File: src/rtl/sine_ctrl_pkg.sv
// Shared types and constants for the sine PWM sequencer: FSM state encoding and
// amplitude gain format (9-bit gain, 256 = unity).
package sine_ctrl_pkg;

   localparam int AMP_W      = 9;
   localparam int UNITY_GAIN = 256;
   localparam int GAIN_SHIFT = $clog2(UNITY_GAIN);

   typedef enum logic [1:0] {
      S_IDLE,
      S_REQ,
      S_SCALE,
      S_READY
   } seq_state_e;

endpackage

File: src/rtl/sine_pwm_sequencer_if.sv
// Sample-table read port: request/address from the sequencer, ack/data from the table.
interface sine_pwm_sequencer_if #(
   parameter int ADDR_W   = 8,
   parameter int SAMPLE_W = 10
);

   logic                req;
   logic [ADDR_W-1:0]   addr;
   logic                ack;
   logic [SAMPLE_W-1:0] data;

   modport master (output req, output addr, input ack, input data);
   modport slave  (input req, input addr, output ack, output data);

endinterface

File: src/rtl/pwm_period_counter.sv
// PWM period counter: counts 0..PERIOD-1 while enabled, held at 0 otherwise;
// tick marks the last cycle of each period.
module pwm_period_counter #(
   parameter int PERIOD = 1000
) (
   input  logic clk,
   input  logic rst_n,
   input  logic en,
   output logic tick
);

   localparam int CNT_W = (PERIOD > 1) ? $clog2(PERIOD) : 1;

   logic [CNT_W-1:0] count;

   assign tick = en && (count == CNT_W'(PERIOD - 1));

   // NOTE: state registers use non-blocking assignments so every flop samples
   // pre-edge values regardless of process evaluation order.
   always_ff @(posedge clk or negedge rst_n) begin
      if (!rst_n) begin
         count <= '0;
      end else if (!en || tick) begin
         count <= '0;
      end else begin
         count <= count + CNT_W'(1);
      end
   end

endmodule

File: src/rtl/sine_pwm_sequencer.sv
// Sine PWM sequencer: fetches one table sample per PWM period, scales/clamps it and
// presents it as `width` on period boundaries. AMPLITUDE_SCALE_EN enables amplitude gain.
module sine_pwm_sequencer
   import sine_ctrl_pkg::*;
#(
   parameter int PERIOD   = 1000,
   parameter int ADDR_W   = 8,
   parameter int SAMPLE_W = 10,
   parameter int WIDTH_W  = 32
) (
   input  logic                clk,
   input  logic                rst_n,
   input  logic                start,
   input  logic                stop,
   input  logic [ADDR_W-1:0]   phase_inc,
   input  logic [AMP_W-1:0]    amplitude,
   sine_pwm_sequencer_if.master lut,
   output logic                pwm_tick,
   output logic [WIDTH_W-1:0]  width,
   output logic                busy,
   output logic                underrun
);

   localparam int PROD_W = SAMPLE_W + AMP_W;

   seq_state_e          state;
   seq_state_e          next_state;
   logic [ADDR_W-1:0]   phase;
   logic [SAMPLE_W-1:0] sample_q;
   logic [WIDTH_W-1:0]  shadow;
   logic                shadow_valid;
   logic                stop_pending;
   logic                req;
   logic                do_start;
   logic                do_capture;
   logic                do_shadow;
   logic                do_load;
   logic                do_halt;
   logic                hold_stop;
   logic [PROD_W-1:0]   scaled;
   logic [WIDTH_W-1:0]  clamped;

   pwm_period_counter #(.PERIOD(PERIOD)) u_counter (
      .clk   (clk),
      .rst_n (rst_n),
      .en    (busy),
      .tick  (pwm_tick)
   );

   assign busy     = (state != S_IDLE);
   assign lut.req  = req;
   assign lut.addr = phase;
   assign underrun = pwm_tick && !shadow_valid;

   always_ff @(posedge clk or negedge rst_n) begin
      if (!rst_n) begin
         state <= S_IDLE;
      end else begin
         state <= next_state;
      end
   end

   // NOTE: every output of this block gets a default first, so no path leaves a
   // signal unassigned and no latch is inferred.
   always_comb begin
      next_state = state;
      req        = 1'b0;
      do_start   = 1'b0;
      do_capture = 1'b0;
      do_shadow  = 1'b0;
      do_load    = 1'b0;
      do_halt    = 1'b0;
      hold_stop  = 1'b0;
      unique case (state)
         S_IDLE: begin
            if (start && !stop) begin
               do_start   = 1'b1;
               next_state = S_REQ;
            end
         end
         S_REQ: begin
            req = 1'b1;
            // A stop never abandons the handshake; the sample is dropped on ack.
            if (lut.ack) begin
               if (stop || stop_pending) begin
                  do_halt    = 1'b1;
                  next_state = S_IDLE;
               end else begin
                  do_capture = 1'b1;
                  next_state = S_SCALE;
               end
            end else if (stop) begin
               hold_stop = 1'b1;
            end
         end
         S_SCALE: begin
            if (stop) begin
               do_halt    = 1'b1;
               next_state = S_IDLE;
            end else begin
               do_shadow  = 1'b1;
               next_state = S_READY;
            end
         end
         S_READY: begin
            if (stop) begin
               do_halt    = 1'b1;
               next_state = S_IDLE;
            end else if (pwm_tick) begin
               do_load    = 1'b1;
               next_state = S_REQ;
            end
         end
         default: next_state = S_IDLE;
      endcase
   end

`ifdef AMPLITUDE_SCALE_EN
   always_comb begin
      scaled = PROD_W'((PROD_W'(sample_q) * PROD_W'(amplitude)) >> GAIN_SHIFT);
   end
`else
   logic unused_amplitude;
   assign unused_amplitude = ^amplitude;

   always_comb begin
      scaled = PROD_W'(sample_q);
   end
`endif

   always_comb begin
      if (64'(scaled) > 64'(PERIOD)) begin
         clamped = WIDTH_W'(PERIOD);
      end else begin
         clamped = WIDTH_W'(scaled);
      end
   end

   always_ff @(posedge clk or negedge rst_n) begin
      if (!rst_n) begin
         phase        <= '0;
         sample_q     <= '0;
         shadow       <= '0;
         shadow_valid <= 1'b0;
         stop_pending <= 1'b0;
         width        <= '0;
      end else begin
         if (do_start) begin
            phase <= '0;
         end
         if (do_capture) begin
            sample_q <= lut.data;
            phase    <= phase + phase_inc;
         end
         if (do_shadow) begin
            shadow       <= clamped;
            shadow_valid <= 1'b1;
         end
         if (do_load) begin
            width        <= shadow;
            shadow_valid <= 1'b0;
         end
         if (hold_stop) begin
            stop_pending <= 1'b1;
         end else if (state != S_REQ) begin
            stop_pending <= 1'b0;
         end
         if (do_halt) begin
            width        <= '0;
            shadow_valid <= 1'b0;
         end
      end
   end

endmodule

File: src/flat_wrapper.sv
// flat-port wrapper written by rule: the top's interface ports become plain ports
module sine_pwm_sequencer_flat import sine_ctrl_pkg::*;
#(
   parameter int PERIOD   = 1000,
   parameter int ADDR_W   = 8,
   parameter int SAMPLE_W = 10,
   parameter int WIDTH_W  = 32
)
  (clk, rst_n, start, stop, phase_inc, amplitude, pwm_tick, width, busy, underrun, lut_req, lut_addr, lut_ack, lut_data);
  sine_pwm_sequencer_if #(.ADDR_W(ADDR_W), .SAMPLE_W(SAMPLE_W)) lut_i ();
  input  logic clk;
  input  logic rst_n;
  input  logic start;
  input  logic stop;
  input  logic [ADDR_W-1:0] phase_inc;
  input  logic [AMP_W-1:0] amplitude;
  output logic pwm_tick;
  output logic [WIDTH_W-1:0] width;
  output logic busy;
  output logic underrun;
  output wire logic [$bits(lut_i.req)-1:0] lut_req;
  output wire logic [$bits(lut_i.addr)-1:0] lut_addr;
  input wire logic [$bits(lut_i.ack)-1:0] lut_ack;
  input wire logic [$bits(lut_i.data)-1:0] lut_data;
  assign lut_req = lut_i.req;
  assign lut_addr = lut_i.addr;
  assign lut_i.ack = lut_ack;
  assign lut_i.data = lut_data;
  sine_pwm_sequencer #(.PERIOD(PERIOD), .ADDR_W(ADDR_W), .SAMPLE_W(SAMPLE_W), .WIDTH_W(WIDTH_W)) u_core (.clk(clk), .rst_n(rst_n), .start(start), .stop(stop), .phase_inc(phase_inc), .amplitude(amplitude), .lut(lut_i), .pwm_tick(pwm_tick), .width(width), .busy(busy), .underrun(underrun));
endmodule
File: config.mk
export PLATFORM = sky130hd
export DESIGN_NAME = sine_pwm_sequencer_flat
export DESIGN_NICKNAME = d
export VERILOG_FILES = /design/src/rtl/sine_ctrl_pkg.sv /design/src/rtl/sine_pwm_sequencer_if.sv /design/src/rtl/pwm_period_counter.sv /design/src/rtl/sine_pwm_sequencer.sv /design/src/flat_wrapper.sv
export SDC_FILE = /design/constraint.sdc
export NUM_CORES = 1
export LEC_CHECK = 0
export CAP_MARGIN = 40
export CORE_UTILIZATION = 50
export DETAILED_ROUTE_END_ITERATION = 8
export PLACE_DENSITY = 0.88
export SLEW_MARGIN = 10
export SYNTH_ARGS = -nofsm -noshare
export SYNTH_HDL_FRONTEND = slang
export SYNTH_SLANG_ARGS = --single-unit
File: constraint.sdc
create_clock -name clk -period 5 [get_ports clk]
set_input_delay 1.25 -clock clk [delete_from_list [all_inputs] [get_ports clk]]
set_output_delay 1.25 -clock clk [all_outputs]
set_load 0.01 [all_outputs]
==> results.py, run 1 <==
metrics = {
    "run_status": {
        "outcome": "finished, final reports clean",
    },
    "yosys": {
        "synth_cell_types": 35,
        "synth_ff_type": "dfrtp_1",
        "yosysWarnings": 0,
        "synth.cell_area_mm2": 0.00255,
        "synthArstFlopShare_pct": 100,
        "synthTopCellsByArea": "dfrtp_1, a22o_1, buf_4, mux2_2, nand2_1",
        "synth_edf_count": 0,
        "yosysMostFrequentCell": "dfrtp_1",
        "ys_seq_area_share_pct": 50.9,
        "yosys.area.top_type": "dfrtp_1",
        "synth-seq-cells": 52,
        "synth_top_area_share_pct": 50.9,
        "syn_avg_cell_area_um2": 10.8,
        "postSynthCellCount": 237,
        "synthTopCellsByCount": "dfrtp_1, nand2_1, buf_4",
    },
    "grt": {
        "grt_pass1_wl_um": 7650,
        "grtUsageTotal_pct": 19.0,
        "antenna_found_initial": 0,
        "grt_overflow": 0,
        "grt_max_degree": 39,
        "grt_pass1_vias": 1644,
    },
    "detailed_routing": {
        "wl_met3_um": 166,
        "drtAntennaViolNets": 0,
        "wl_met1_um": 2070,
        "routed.top_layer": "met4",
        "first_pass_iters": 4,
        "num_vias": 1766,
        "wl_met2_um": 2290,
        "wirelength_um": 4570,
        "post-route-drc-count": 0,
        "drt-initial-drc-count": 130,
        "via_per_inst": 5.05,
        "wl_per_cell_um": 13.1,
    },
    "placement": {
        "io_buffers": 44,
        "dpl.hpwl_um": 3440,
        "place_congestion": 0.754,
        "dp_slack_ns": 1.69,
    },
    "cts": {
        "insertion_delay_ns": 0.30,
        "hold_buffers": 0,
        "ctsLongestPathBuffers": 2,
        "tritoncts": "yes",
        "htree_levels": 2,
        "cts_root_buffer": "clkbuf_8",
        "cts.sinks": 52,
        "numCtsBuffers": 5,
        "path_clk_slew_ns": 0.10,
        "cts_resized": 0,
        "cts_setup_buffers": 0,
    },
    "sta": {
        "period_needed_ns": 3.49,
        "tightest_slew_ns": 0.826,
        "final-hold-violation-count": 0,
        "timing.final.crit_share_pct": 69.9,
        "maxSlewHeadroom_pct": 44.5,
        "setup_viol": 0,
        "rsz0062_at_grt": "no",
        "fin_setup_tns_ns": 0,
        "fin_ws_ns": 1.51,
        "finClkSkew_ns": 0.00834,
        "drv_slew": 0,
        "max_freq_mhz": 286,
    },
    "floorplan": {
        "die_w_um": 73.5,
        "rows": 25,
        "die-area_mm2": 0.00540,
        "die_y_um": 73.5,
        "core-area_mm2": 0.00482,
        "start_util_pct": 53.0,
        "ios": 76,
    },
    "final_layout": {
        "post-route-util_pct": 64.2,
        "drive_gt1_share_pct": 8.13,
        "syn_to_final_growth_pct": 21.1,
        "antenna_cells_inserted": 0,
        "nets": 323,
    },
    "power_and_ir_drop": {
        "p_leak_nw": 1.45,
        "max-vdd-ir-drop_v": 0.000248,
        "p_total_mw": 1.28,
        "power_density_mw_per_mm2": 412,
    },
    "setup_path": {
        "cp-end-kind": "primary output",
        "startpoint_type": "flop",
        "critPathKind": "reg -> out",
        "path_max_fanout": 6,
        "arrival_ns": 2.24,
        "required_ns": 3.75,
    },
    "job": {
        "cap_violations": 0,
    },
    "worst_hold_path": {
        "min_path_type": "reg -> reg",
    },
}
-- final cells by class --
class | instances | area, um2
repair buffers | 46 | 463
clock inverters | 3 | 42.5
fillers | 379 | 1720
inverters | 6 | 22.5
clock buffers | 5 | 68.8
well taps | 67 | 83.8
multi-input cells | 171 | 1110
flip-flops and latches | 52 | 1300
-- critical path, cell delays in order, from the launching register on --
cell and delay, ns:
dfrtp_1 0.38, ha_1 0.21, nand4b_1 0.09, or3_1 0.44, nor3_1 0.23, clkdlybuf4s50_1 0.58
-- final timing paths --
kind	startpoint	endpoint	slack, ns	depth (start not counted)
worst max-delay path	u_core.u_counter.count[0]$_DFF_PN0_	underrun	1.51	5
worst min-delay path	u_core.u_counter.count[0]$_DFF_PN0_	u_core.u_counter.count[0]$_DFF_PN0_	0.47	1
worst max register to register	u_core.u_counter.count[0]$_DFF_PN0_	u_core.width[3]$_DFFE_PN0P_	2.64	6
worst min register to register	u_core.u_counter.count[0]$_DFF_PN0_	u_core.u_counter.count[0]$_DFF_PN0_	0.47	1
max in group asynchronous	rst_n	u_core.sample_q[9]$_DFFE_PN0P_	3.66	2
min in group asynchronous	rst_n	u_core.u_counter.count[9]$_DFF_PN0_	0.84	1
-- state kept, by name (all words and copies together), names as in the netlist --
| register | flops |
|---|---|
| u_core.shadow_valid | 1 |
| u_core.width | 10 |
| u_core.state | 2 |
| u_core.stop_pending | 1 |
| u_core.shadow | 10 |
| u_core.u_counter.count | 10 |
| u_core.lut.addr | 8 |
| u_core.sample_q | 10 |
-- metrics by stage --
stage / area, um2 / std cells / hold WS (ns)
after floorplan: 2630 / 258 / 0.425
after global placement: 2960 / 341 / 0.440
after detailed placement: 2980 / 342 / 0.452
after CTS: 3090 / 350 / 0.465
after global routing: 3090 / 350 / 0.485
final: 3090 / 350 / 0.469
-- cell usage in the layout (no fill, tap or decap), types with 7 or more instances in the layout --
master           Yosys  routed
conb_1               1      22
nand2_1             27      27
dfrtp_1             52      52
a22o_1              19      19
ha_1                 8       8
a21oi_1             11      11
clkdlybuf4s50_1      0      43
nor2_1              17      17
mux2_2              10      10
xnor2_1              7       7
and3_1               7       7
-- cells by family (layout without fill, tap and decap cells) --
| family | Yosys count | count (layout) | synth area share, % |
|---|---|---|---|
| simple gates | 76 | 76 | 14.9 |
| flops | 52 | 52 | 50.9 |
| compound gates | 42 | 42 | 11.9 |
| buf+inv | 35 | 60 | 8.81 |
| xor+xnor | 12 | 12 | 4.11 |
| mux | 10 | 10 | 4.41 |
| fa+ha+maj | 9 | 9 | 4.70 |
| other cells | 1 | 22 | 0.147 |
-- metal layers --
metal / track usage (%) / vias to the layer above
met2: 31.3 / 46
met1: 24.7 / 844
met4: 5.77 / 0
li1: - / 872
met5: 0 / -
met3: 4.66 / 4
-- power by group --
group / switching [mW] / internal [mW]
sequential: 0.0868 / 0.529
combinational: 0.176 / 0.201
clock: 0.136 / 0.148
total: 0.398 / 0.878
(Power assumes the default switching activity.)
==> inputs of run 2 (changes only) <==
Settings changed: CORE_UTILIZATION 50 to 47, PLACE_DENSITY 0.88 to 0.84.
Clock period 5 ns to 3.47 ns, I/O delays scaled along.
==> run 2 against run 1 <==
Flip-flop and latch count is the same; register-to-register slack lost 1.3 ns; utilization shrank 4.6 points; combinational power grew 44%; global-route usage shrank 1.2 points; die area grew 6.2%; largest cell class unchanged.
==> results.py, run 2 (same netlist as run 1, synthesis figures left out) <==
metrics = {
    "grt": {
        "antenna_found_initial": 0,
        "grt_pass1_wl_um": 7640,
        "use_met1_pct": 22.1,
        "grtUsageTotal_pct": 17.8,
        "gr-usage-met2_pct": 31.5,
        "grt_max_degree": 53,
        "grt_pass1_vias": 1733,
        "grtUsageMet3_pct": 4.50,
        "grt.busiest_layer": "met2",
        "grt_overflow": 0,
    },
    "setup_path": {
        "startpoint_type": "flop",
        "path_cells": "ha_1 > nand4b_1 > or3_1 > nor3_1 > clkdlybuf4s50_1",
        "arrival_ns": 2.20,
        "rr_worst_depth": 7,
        "crit_path_max_incr_delay_ns": 0.56,
        "cp-end-kind": "primary output",
        "critPathBufInv": 1,
        "critical_path.top_delay_family": "simple AND/OR/NAND/NOR gates",
        "crit_slowest_cell": "clkdlybuf4s50_1",
        "required_ns": 2.60,
        "path_max_fanout": 6,
        "worstSetupStartpoint": "u_core.u_counter.count[0]$_DFF_PN0_",
        "r2r_start": "u_core.u_counter.count[0]$_DFF_PN0_",
        "critPathKind": "reg -> out",
        "crit_cells": 5,
    },
    "cts": {
        "tritoncts": "yes",
        "insertion_delay_ns": 0.29,
        "cts_setup_buffers": 0,
        "cts_resized": 0,
        "numCtsBuffers": 5,
        "ctsLongestPathBuffers": 2,
        "path_clk_slew_ns": 0.09,
        "htree_levels": 2,
        "cts.sinks": 52,
        "cts_root_buffer": "clkbuf_8",
        "hold_buffers": 0,
    },
    "power_and_ir_drop": {
        "power_density_mw_per_mm2": 574,
        "pwr-share-seq_pct": 49.8,
        "p_int_mw": 1.21,
        "power.switching_uw": 556,
        "pwr-share-clk_pct": 19.5,
        "max-vdd-ir-drop_v": 0.000324,
        "combinationalPowerShare_pct": 30.7,
        "p_leak_nw": 1.45,
        "p_total_mw": 1.77,
        "p_sw_share_pct": 31.4,
    },
    "sta": {
        "final-hold-violation-count": 0,
        "maxSlewHeadroom_pct": 49.1,
        "timing.final.crit_share_pct": 88.3,
        "period_needed_ns": 3.06,
        "fin_setup_tns_ns": 0,
        "rsz0062_at_grt": "no",
        "finClkSkew_ns": 0.00591,
        "max_freq_mhz": 326,
        "drv_slew": 0,
        "setup_viol": 0,
        "tightest_slew_ns": 0.760,
        "hold_slack_ns": 0.470,
    },
    "detailed_routing": {
        "num_vias": 1804,
        "first_pass_iters": 4,
        "post-route-drc-count": 0,
        "wl_per_cell_um": 12.8,
        "drt-initial-drc-count": 98,
        "drtAntennaViolNets": 0,
        "via_per_inst": 5.08,
        "wirelength_um": 4560,
    },
    "worst_hold_path": {
        "min_path_type": "reg -> reg",
        "holdPathStages": 1,
        "min_from": "u_core.u_counter.count[0]$_DFF_PN0_",
    },
    "placement": {
        "place_congestion": 0.780,
        "dpl.hpwl_um": 3360,
        "place_inst": 347,
        "io_buffers": 44,
    },
    "final_layout": {
        "fin_cells": 355,
        "nets": 325,
        "multiInputGateArea_mm2": 0.00111,
        "regArea_mm2": 0.00130,
        "drive_gt1_share_pct": 8.42,
        "final_cell_mix": "dfrtp_1, clkdlybuf4s50_1, nand2_1",
        "final_common_cell": "dfrtp_1",
        "antenna_cells_inserted": 0,
        "nFillCells": 446,
        "syn_to_final_growth_pct": 20.7,
    },
    "floorplan": {
        "die_y_um": 75.7,
        "rows": 26,
        "die-area_mm2": 0.00574,
        "start_util_pct": 49.4,
        "ios": 76,
        "core-area_mm2": 0.00517,
        "die_w_um": 75.7,
    },
    "job": {
        "cap_violations": 0,
    },
    "run_status": {
        "outcome": "finished, final reports clean",
    },
}
[run 2: changes by cell type in the layout (fill, tap and decap cells not counted), sizes merged]
| cell | before | now |
|---|---|---|
| buf | 3 | 5 |
| clkbuf | 5 | 7 |
| bufinv | 1 | 0 |
| clkinv | 1 | 0 |
[run 2: power groups by stage]
stage,sequential [mW],combinational [mW],clock [mW]
3_5_place_dp,0.887,0.545,0
5_1_grt,0.900,0.601,0.380
3_3_place_gp,0.883,0.522,0
6_report,0.881,0.542,0.346
2_1_floorplan,0.877,0.365,0
4_1_cts,0.881,0.547,0.355
[run 2: layout make-up]
type                    instances  area share [%]
well taps                      70            2.84
inverters                       6           0.731
clock inverters                 1           0.244
clock buffers                   7            2.80
repair buffers                 48            15.1
multi-input cells             171            36.1
flip-flops and latches         52            42.2
[run 2: worst paths after layout]
path / end / slack (ns)
setup / recovery: underrun / 0.41
hold / removal: u_core.u_counter.count[0]$_DFF_PN0_ / 0.47
setup reg to reg: u_core.width[3]$_DFFE_PN0P_ / 1.31
hold reg to reg: u_core.u_counter.count[0]$_DFF_PN0_ / 0.47
max in group asynchronous: u_core.shadow[2]$_DFFE_PN0P_ / 2.37
min in group asynchronous: u_core.u_counter.count[3]$_DFF_PN0_ / 0.67
[run 2: per-layer routing]
| metal | vias up | part of all wire, % | wire length (um) |
|---|---|---|---|
| met5 | - | 0 | 0 |
| met4 | 0 | 0.29 | 13 |
| met3 | 2 | 4.4 | 200 |
| met2 | 48 | 51 | 2330 |
| met1 | 880 | 44 | 2020 |
| li1 | 874 | - | - |
[run 2: stage by stage]
stage,setup slack (ns),util (%),area [um2]
after floorplan,1.07,-,2630
after CTS,0.379,59.6,3080
after global placement,0.559,57.8,2990
after global routing,0.282,59.6,3080
after detailed placement,0.534,57.8,2990
final,0.407,59.6,3080
==> inputs of run 3 (changes only) <==
Settings changed: CORE_MARGIN set to 2.
==> run 3 against run 2 <==
Clock power down 1%; power barely moved; largest power group unchanged; utilization is essentially flat; clock-buffer cell count fell by 1; critical endpoint unchanged.
==> results.py, run 3 (same netlist as run 1, synthesis figures left out) <==
metrics = {
    "setup_path": {
        "arrival_ns": 2.18,
        "path_max_fanout": 6,
        "r2r_setup_slack_ns": 1.36,
        "startpoint_type": "flop",
        "critical_path.top_delay_family": "simple AND/OR/NAND/NOR gates",
        "crit_slowest_cell": "clkdlybuf4s50_1",
        "timing.rr.end": "u_core.lut.addr[6]$_DFFE_PN0P_",
        "critPathKind": "reg -> out",
        "worstSetupStartpoint": "u_core.u_counter.count[0]$_DFF_PN0_",
        "required_ns": 2.60,
        "rr_worst_depth": 7,
        "path_cells": "ha_1 > nand4b_1 > or3_1 > nor3_1 > clkdlybuf4s50_1",
        "cp-end-kind": "primary output",
        "critPathBufInv": 1,
        "crit_path_max_incr_delay_ns": 0.56,
        "r2r_start": "u_core.lut.addr[0]$_DFFE_PN0P_",
        "crit_end": "underrun",
        "crit_cells": 5,
    },
    "floorplan": {
        "die_y_um": 77.7,
        "die-area_mm2": 0.00604,
        "start_util_pct": 49.4,
        "die_w_um": 77.7,
        "rows": 26,
        "ios": 76,
        "core-area_mm2": 0.00517,
    },
    "sta": {
        "rsz0062_at_grt": "no",
        "tightest_slew_ns": 0.547,
        "maxSlewHeadroom_pct": 63.6,
        "drv_slew": 0,
        "setup_viol": 0,
        "max_freq_mhz": 328,
        "fin_ws_ns": 0.422,
        "timing.final.crit_share_pct": 87.8,
        "period_needed_ns": 3.05,
        "finClkSkew_ns": 0.00637,
        "fin_setup_tns_ns": 0,
        "final-hold-violation-count": 0,
    },
    "grt": {
        "grt_pass1_wl_um": 8250,
        "antenna_found_initial": 0,
        "grtUsageTotal_pct": 16.9,
        "grt_max_degree": 31,
        "grt_overflow": 0,
        "grt_pass1_vias": 1817,
    },
    "final_layout": {
        "nets": 326,
        "syn_to_final_growth_pct": 20.8,
        "antenna_cells_inserted": 0,
        "drive_gt1_share_pct": 8.74,
        "nFillCells": 446,
        "fin_cells": 356,
        "final_cell_mix": "dfrtp_1, clkdlybuf4s50_1, nand2_1",
        "final_common_cell": "dfrtp_1",
    },
    "worst_hold_path": {
        "min_path_type": "reg -> reg",
    },
    "run_status": {
        "outcome": "finished, final reports clean",
    },
    "detailed_routing": {
        "drt-initial-drc-count": 116,
        "post-route-drc-count": 0,
        "wl_per_cell_um": 13.8,
        "first_pass_iters": 4,
        "num_vias": 1820,
        "via_per_inst": 5.11,
        "wirelength_um": 4900,
        "drtAntennaViolNets": 0,
    },
    "cts": {
        "htree_levels": 2,
        "insertion_delay_ns": 0.31,
        "path_clk_slew_ns": 0.09,
        "ctsLongestPathBuffers": 2,
        "cts_resized": 0,
        "hold_buffers": 0,
        "cts_setup_buffers": 0,
        "numCtsBuffers": 5,
        "cts.sinks": 52,
        "tritoncts": "yes",
        "cts_root_buffer": "clkbuf_8",
    },
    "job": {
        "cap_violations": 0,
    },
    "placement": {
        "io_buffers": 44,
        "dp_slack_ns": 0.542,
        "place_congestion": 0.768,
        "place_inst": 348,
        "dpl.hpwl_um": 3630,
    },
    "power_and_ir_drop": {
        "max-vdd-ir-drop_v": 0.000368,
        "p_total_mw": 1.77,
        "power_density_mw_per_mm2": 573,
        "p_leak_nw": 1.45,
    },
}
[run 3: cell types whose count changed in the layout (fill, tap and decap cells not counted)]
cell	change
clkinv_4	+1
clkbuf_8	-1
buf_4	+1
[run 3: routing by layer]
layer / track usage, % / up-vias / wire [um]
met5: 0 / - / 0
met4: 4.82 / 0 / 58
met3: 3.49 / 8 / 232
met2: 28.9 / 51 / 2460
met1: 21.7 / 883 / 2150
li1: - / 878 / -
[run 3: through the flow]
stage               hold WS, ns  cell area [um2]  utilization [%]
finish                    0.467             3090             59.7
global route              0.480             3090             59.7
CTS                       0.470             3090             59.7
detailed placement        0.458             3000             57.9
global placement          0.446             3000             57.9
floorplan                 0.425             2630                -
[run 3: report_power, final]
group	total (mW)	switching [mW]	leakage, nW	internal (mW)
logic	0.543	0.253	0.726	0.290
registers	0.883	0.121	0.682	0.763
clock network	0.341	0.198	0.0414	0.144
total	1.77	0.571	1.45	1.20
[run 3: worst min path at each step]
stage,startpoint,to,slack (ns),cells after the start
after global placement,u_core.u_counter.count[0]$_DFF_PN0_,u_core.u_counter.count[0]$_DFF_PN0_,0.45,1
after CTS,u_core.u_counter.count[0]$_DFF_PN0_,u_core.u_counter.count[0]$_DFF_PN0_,0.47,1
after detailed placement,u_core.u_counter.count[0]$_DFF_PN0_,u_core.u_counter.count[0]$_DFF_PN0_,0.46,1
final,u_core.u_counter.count[0]$_DFF_PN0_,u_core.u_counter.count[0]$_DFF_PN0_,0.47,1
after floorplan,u_core.u_counter.count[0]$_DFF_PN0_,u_core.u_counter.count[0]$_DFF_PN0_,0.43,1
after global routing,u_core.u_counter.count[0]$_DFF_PN0_,u_core.u_counter.count[0]$_DFF_PN0_,0.48,1
[run 3: worst reg2reg max path, stage by stage (launching register included)]
cell     delay (ns)
dfrtp_1        0.41
ha_1           0.24
fa_1           0.42
a21o_1         0.20
a21o_1         0.20
a21oi_1        0.18
mux2_2         0.35
nand2_1        0.05
[run 3: cell type report]
cell class	count	area (um2)	share of cell area, %
Tap cell	70	87.6	2.84
Clock inverter	2	16.3	0.527
Sequential cell	52	1300	42.2
Clock buffer	6	72.6	2.35
Multi-Input combinational cell	171	1110	36.1
Timing Repair Buffer	49	473	15.3
Inverter	6	22.5	0.730
